### src/rtl/imem_fetch_if.sv
// Fetch-unit bus bundle: imem address/data port, redirect request and the
// valid/ready instruction output toward decode.
interface imem_fetch_if #(
  parameter int unsigned n = 32,
  parameter int unsigned r = 6
);
  logic [r-1:0] imem_addr;
  logic [n-1:0] imem_data;
  logic         redirect_valid;
  logic [r-1:0] redirect_pc;
  logic         out_valid;
  logic         out_ready;
  logic [n-1:0] out_instr;
  logic [r-1:0] out_pc;

  modport master (
    output imem_addr,
    input  imem_data,
    input  redirect_valid,
    input  redirect_pc,
    output out_valid,
    input  out_ready,
    output out_instr,
    output out_pc
  );

  modport slave (
    input  imem_addr,
    output imem_data,
    output redirect_valid,
    output redirect_pc,
    input  out_valid,
    output out_ready,
    input  out_instr,
    input  out_pc
  );
endinterface

### src/rtl/imem_fetch_unit.sv
// Instruction fetch front end: PC register driving a combinational imem,
// 2-entry FIFO of {instr, pc} toward decode, single-cycle redirect.
module imem_fetch_unit #(
  parameter int unsigned n = 32,
  parameter int unsigned r = 6
) (
  input logic          clk,
  input logic          reset,
  imem_fetch_if.master bus
);

  typedef enum logic [1:0] {
    EMPTY,
    ONE,
    FULL
  } occ_e;

  occ_e         occ_q, occ_d;
  logic [r-1:0] pc_q, pc_d;
  logic [n-1:0] head_instr_q, head_instr_d;
  logic [r-1:0] head_pc_q, head_pc_d;
  logic [n-1:0] tail_instr_q, tail_instr_d;
  logic [r-1:0] tail_pc_q, tail_pc_d;
  logic         pop;
  logic         fetch;

  always_comb begin
    occ_d        = occ_q;
    pc_d         = pc_q;
    head_instr_d = head_instr_q;
    head_pc_d    = head_pc_q;
    tail_instr_d = tail_instr_q;
    tail_pc_d    = tail_pc_q;
    pop          = (occ_q != EMPTY) && bus.out_ready;
    fetch        = !bus.redirect_valid && ((occ_q != FULL) || pop);

    if (bus.redirect_valid) begin
      occ_d = EMPTY;
      pc_d  = bus.redirect_pc;
    end else begin
      if (fetch) pc_d = pc_q + r'(1);
      // Head is the registered output; the new word lands in the first free
      // slot after any pop has shifted the tail forward.
      unique case (occ_q)
        EMPTY: begin
          if (fetch) begin
            head_instr_d = bus.imem_data;
            head_pc_d    = pc_q;
            occ_d        = ONE;
          end
        end
        ONE: begin
          if (pop && fetch) begin
            head_instr_d = bus.imem_data;
            head_pc_d    = pc_q;
          end else if (fetch) begin
            tail_instr_d = bus.imem_data;
            tail_pc_d    = pc_q;
            occ_d        = FULL;
          end else if (pop) begin
            occ_d = EMPTY;
          end
        end
        FULL: begin
          if (pop) begin
            head_instr_d = tail_instr_q;
            head_pc_d    = tail_pc_q;
            if (fetch) begin
              tail_instr_d = bus.imem_data;
              tail_pc_d    = pc_q;
            end else begin
              occ_d = ONE;
            end
          end
        end
        default: occ_d = EMPTY;
      endcase
    end
  end

  always_ff @(posedge clk) begin
    if (reset) begin
      occ_q        <= EMPTY;
      pc_q         <= '0;
      head_instr_q <= '0;
      head_pc_q    <= '0;
      tail_instr_q <= '0;
      tail_pc_q    <= '0;
    end else begin
      occ_q        <= occ_d;
      pc_q         <= pc_d;
      head_instr_q <= head_instr_d;
      head_pc_q    <= head_pc_d;
      tail_instr_q <= tail_instr_d;
      tail_pc_q    <= tail_pc_d;
    end
  end

  assign bus.imem_addr = pc_q;
  assign bus.out_valid = (occ_q != EMPTY);
  assign bus.out_instr = head_instr_q;
  assign bus.out_pc    = head_pc_q;

endmodule
### src/flat_wrapper.sv
// flat-port wrapper written by rule: the top's interface ports become plain ports
module imem_fetch_unit_flat 
#(
  parameter int unsigned n = 32,
  parameter int unsigned r = 6
)
  (clk, reset, bus_imem_addr, bus_imem_data, bus_redirect_valid, bus_redirect_pc, bus_out_valid, bus_out_ready, bus_out_instr, bus_out_pc);
  imem_fetch_if #(.n(n), .r(r)) bus_i ();
  input logic clk;
  input logic reset;
  output wire logic [$bits(bus_i.imem_addr)-1:0] bus_imem_addr;
  input wire logic [$bits(bus_i.imem_data)-1:0] bus_imem_data;
  input wire logic [$bits(bus_i.redirect_valid)-1:0] bus_redirect_valid;
  input wire logic [$bits(bus_i.redirect_pc)-1:0] bus_redirect_pc;
  output wire logic [$bits(bus_i.out_valid)-1:0] bus_out_valid;
  input wire logic [$bits(bus_i.out_ready)-1:0] bus_out_ready;
  output wire logic [$bits(bus_i.out_instr)-1:0] bus_out_instr;
  output wire logic [$bits(bus_i.out_pc)-1:0] bus_out_pc;
  assign bus_imem_addr = bus_i.imem_addr;
  assign bus_i.imem_data = bus_imem_data;
  assign bus_i.redirect_valid = bus_redirect_valid;
  assign bus_i.redirect_pc = bus_redirect_pc;
  assign bus_out_valid = bus_i.out_valid;
  assign bus_i.out_ready = bus_out_ready;
  assign bus_out_instr = bus_i.out_instr;
  assign bus_out_pc = bus_i.out_pc;
  imem_fetch_unit #(.n(n), .r(r)) u_core (.clk(clk), .reset(reset), .bus(bus_i));
endmodule
### config.mk
export PLATFORM = sky130hd
export DESIGN_NAME = imem_fetch_unit_flat
export DESIGN_NICKNAME = d
export VERILOG_FILES = /design/src/rtl/imem_fetch_if.sv /design/src/rtl/imem_fetch_unit.sv /design/src/flat_wrapper.sv
export SDC_FILE = /design/constraint.sdc
export NUM_CORES = 1
export LEC_CHECK = 0
export ABC_AREA = 1
export BUFFER_PORTS_ARGS = -buffer_cell sky130_fd_sc_hd__buf_2
export CAP_MARGIN = 20
export CORE_UTILIZATION = 59
export DETAILED_ROUTE_END_ITERATION = 8
export PLACE_DENSITY_LB_ADDON = 0.25
export SYNTH_ARGS = -nofsm -noshare
export SYNTH_HDL_FRONTEND = slang
export SYNTH_SLANG_ARGS = --single-unit
### constraint.sdc
create_clock -name clk -period 4 [get_ports clk]
set_clock_uncertainty 0.1 [all_clocks]
set_input_delay 0 -clock clk [delete_from_list [all_inputs] [get_ports clk]]
set_output_delay 0 -clock clk [all_outputs]
set_load 0.1 [all_outputs]
==> out/qor.log <==
INFO  setup_path     path_max_fanout=36
INFO  clocking       cts_repair_resize_count=0
INFO  detailed_routing drtPass1Iterations=6
INFO  timing         final_min_period_over_clock_period=61.3%
INFO  pwr            power_spent_charging_and_discharging_nets=768uW
INFO  yosys          yosysUniqueCellTypes=21
INFO  yosys          ys_top_cells_by_count=nand2_1 (217), nor2_1 (120), dfxtp_1 (84)
INFO  setup_path     timing.critical_path.to_type=register
INFO  final_layout   fin_nets=794
INFO  pwr            power.density_cell_area=408mW/mm^2
INFO  yosys          post-synth-top-area-fraction=41.3%
INFO  global_routing grt_use_total=30.3%
INFO  setup_path     worstRegToRegCells=7
INFO  setup_path     arrival=2.60ns
INFO  timing         report.final.hold_viol_count=0
INFO  global_routing gr-total-overflow=0
INFO  global_routing antenna_violations_before_repair=0
INFO  timing         max-slew-margin-rel=43.7%
INFO  pwr            power_frac_comb=27.8%
INFO  placed_design  post-dp-hpwl=5790um
INFO  clocking       cts_sinks=84
INFO  floorplan      placementRows=29
INFO  clocking       numCtsBuffers=9
INFO  yosys          synthDominantAreaCellType=dfxtp_1
INFO  global_routing grt_first_pass_wirelength=17600um
INFO  floorplan      die-width=85.0um
INFO  clocking       clock_latency_at_the_later_pin_of_the_worst_skew_pair=0.35ns
INFO  detailed_routing met1_length=4420um
INFO  floorplan      core_region_area=0.00649mm^2
INFO  detailed_routing via_total_after_detailed_routing=4297
INFO  yosys          postSynth.topFlopCell=dfxtp_1
INFO  yosys          total_nets_after_synthesis=686
INFO  clocking       tritoncts=yes
INFO  pwr            p_sw_share=36.9%
INFO  yosys          postSynthRegisterBits=84
INFO  detailed_routing drt_wl_total=10300um
INFO  timing         rsz0062_at_grt=false
INFO  pwr            power=2.08mW
INFO  yosys          yosys_warnings=0
INFO  timing         timing.fmax=0.408GHz
INFO  yosys          synth_area_leaders=dfxtp_1 (41%), nand2_1 (20%), nor2_1 (11%)
INFO  worst_hold_path holdCritPathClass=in -> reg
INFO  global_routing first_global_vias=4077
INFO  timing         crit_path_time_final=2.45ns
INFO  detailed_routing drt_iter0_markers=310
INFO  final_layout   final_antenna_diode_count=0
INFO  yosys          post_synth_inst_count=643
INFO  floorplan      die_height=85.0um
INFO  clocking       cts_root_buf=clkbuf_8
INFO  yosys          postSynth.asyncResetShare=0%
INFO  floorplan      initial_utilization=62.6%
INFO  timing         timing.setup.tns=0ns
INFO  timing         timing.final.setup_violations=0
INFO  pwr            cellLeakagePower=2.59nW
INFO  floorplan      top_level_ports=87
INFO  placed_design  pre_cts_slack=1.59ns
INFO  timing         timing_worst_slew_pin_value=0.844ns
INFO  final_layout   fillCellCount=479
INFO  floorplan      dieArea=0.00723mm^2
INFO  global_routing pin_count_of_the_biggest_net_entering_global_routing=85
INFO  job            cap_viol_max_count=0
INFO  pwr            clockPowerShare=28.0%
INFO  pwr            cell_internal_pwr=1.31mW
INFO  detailed_routing remaining_drc_errors=0
INFO  detailed_routing route.met2.wl=5020um
INFO  clocking       clock_path_buffers=2
INFO  detailed_routing antenna_left=0
INFO  run_status     status=finished clean
INFO  setup_path     critical_path.startpoint_type=register
INFO  pwr            vdd.ir_drop.worst=0.281mV
INFO  clocking       cts.reportedPaths.clkPinSlew=0.08ns
INFO  pwr            sequentialPowerShare=44.3%
INFO  yosys          synth-seq-area-share=41.3%
INFO  placed_design  io_buffer_count=86
INFO  clocking       postCtsSetupBuffers=0
INFO  final_layout   ratio_of_cells_with_drive_above_1_in_the_final_layout=15.1%
INFO  worst_hold_path hold_path_depth=5
INFO  timing         slew_viol_final=0
INFO  yosys          synth.cell_area=0.00407mm^2
INFO  setup_path     critical_path_required=4.14ns
INFO  detailed_routing detail_route.wl_per_cell=12.3um
INFO  timing         slack_of_the_critical_path=1.55ns
INFO  yosys          synth_enable_flop_cells=0
INFO  clocking       cts_hold_repair.buffers=46
INFO  detailed_routing max_layer_used=met4
INFO  final_layout   flow.area_growth_from_synthesis=25.3%
INFO  yosys          most_frequent_cell_after_synthesis=nand2_1
INFO  placed_design  gp_congestion=0.795
INFO  setup_path     timing.setup.critical_path_class=reg -> reg
INFO  detailed_routing detail_route.vias_per_cell=5.16
INFO  detailed_routing dr_wl_met3=485um
INFO  clocking       cts-htree-levels=3
INFO  yosys          average_size_of_a_mapped_cell=6.33um^2
[layout by cell type (no fill, tap or decap), drive strengths merged]
| master | instances |
|---|---|
| nand3 | 24 |
| nand2 | 218 |
| a21oi | 44 |
| nand3b | 23 |
| clkinv | 4 |
| dlygate4sd3 | 46 |
| ha | 1 |
| bufinv | 1 |
| o21ai | 21 |
| a31oi | 2 |
| o211ai | 1 |
| dfxtp | 84 |
| nor2 | 120 |
| inv | 61 |
| nor3 | 1 |
| a211oi | 1 |
| buf | 92 |
| nand4 | 1 |
| clkbuf | 10 |
[stage by stage]
step | util, % | cells | hold WS (ns) | area [um^2]
2_1_floorplan | - | 643 | -0.0309 | 4070
3_3_place_gp | 68.6 | 771 | 0.106 | 4460
3_5_place_dp | 68.6 | 771 | 0.114 | 4460
4_1_cts | 78.5 | 832 | 0.212 | 5100
5_1_grt | 78.5 | 832 | 0.300 | 5100
6_report | 78.5 | 832 | 0.256 | 5100
[final cells by class]
cell class	count	area, um^2	area share, %
Clock inverter	5	53.8	1.06
Clock buffer	10	128	2.50
Inverter	61	229	4.49
Tap cell	77	96.3	1.89
Sequential cell	84	1680	33.0
Timing Repair Buffer	138	936	18.4
Multi-Input combinational cell	457	1970	38.7
[path summary, 6_finish.rpt]
kind | slack, ns | from | endpoint
max reg2reg | 1.55 | u_core.occ_q[0] | u_core.tail_instr_q[17]
min | 0.26 | bus_redirect_valid | u_core.bus.imem_addr[0]
min reg2reg | 0.39 | u_core.tail_instr_q[11] | u_core.tail_instr_q[11]
max | 1.55 | u_core.occ_q[0] | u_core.tail_instr_q[17]
[power groups by stage]
stage	Sequential, mW	Combinational (mW)	Clock (mW)
after floorplan	1.19	0.187	0
after global placement	0.935	0.527	0
after detailed placement	0.938	0.533	0
after CTS	0.919	0.571	0.585
after global routing	0.926	0.621	0.626
final	0.920	0.578	0.581
[routing by layer]
metal	global-route usage, %	vias up
met1	35.3	1925
met5	0	-
met2	53.5	151
li1	-	2183
met3	5.35	38
met4	15.1	0
[flip-flops by register name, indices dropped and copies added, names as in the netlist]
signal,flops
u_core.tail_pc_q,6
u_core.bus.imem_addr,6
u_core.bus.out_pc,6
u_core.occ_q,2
u_core.bus.out_instr,32
u_core.tail_instr_q,32
[worst max-delay path, cell delays in order (launching register included)]
cell and delay, ns:
dfxtp_1 0.37, inv_2 0.13, nand2_2 0.33, o21ai_4 0.78, buf_4 0.39, nand3_1 0.11, nand2_1 0.09, nor2_1 0.05
[cell families after synthesis]
family	count (synthesis)	share of synthesized area, %
AOI/OAI and AO/OA	69	8.89
and+or+nand+nor	387	38.7
DFF	84	41.3
buffers and inverters	102	10.7
adders and majority gates	1	0.308
Note: power is estimated with default switching activity, not from simulation.
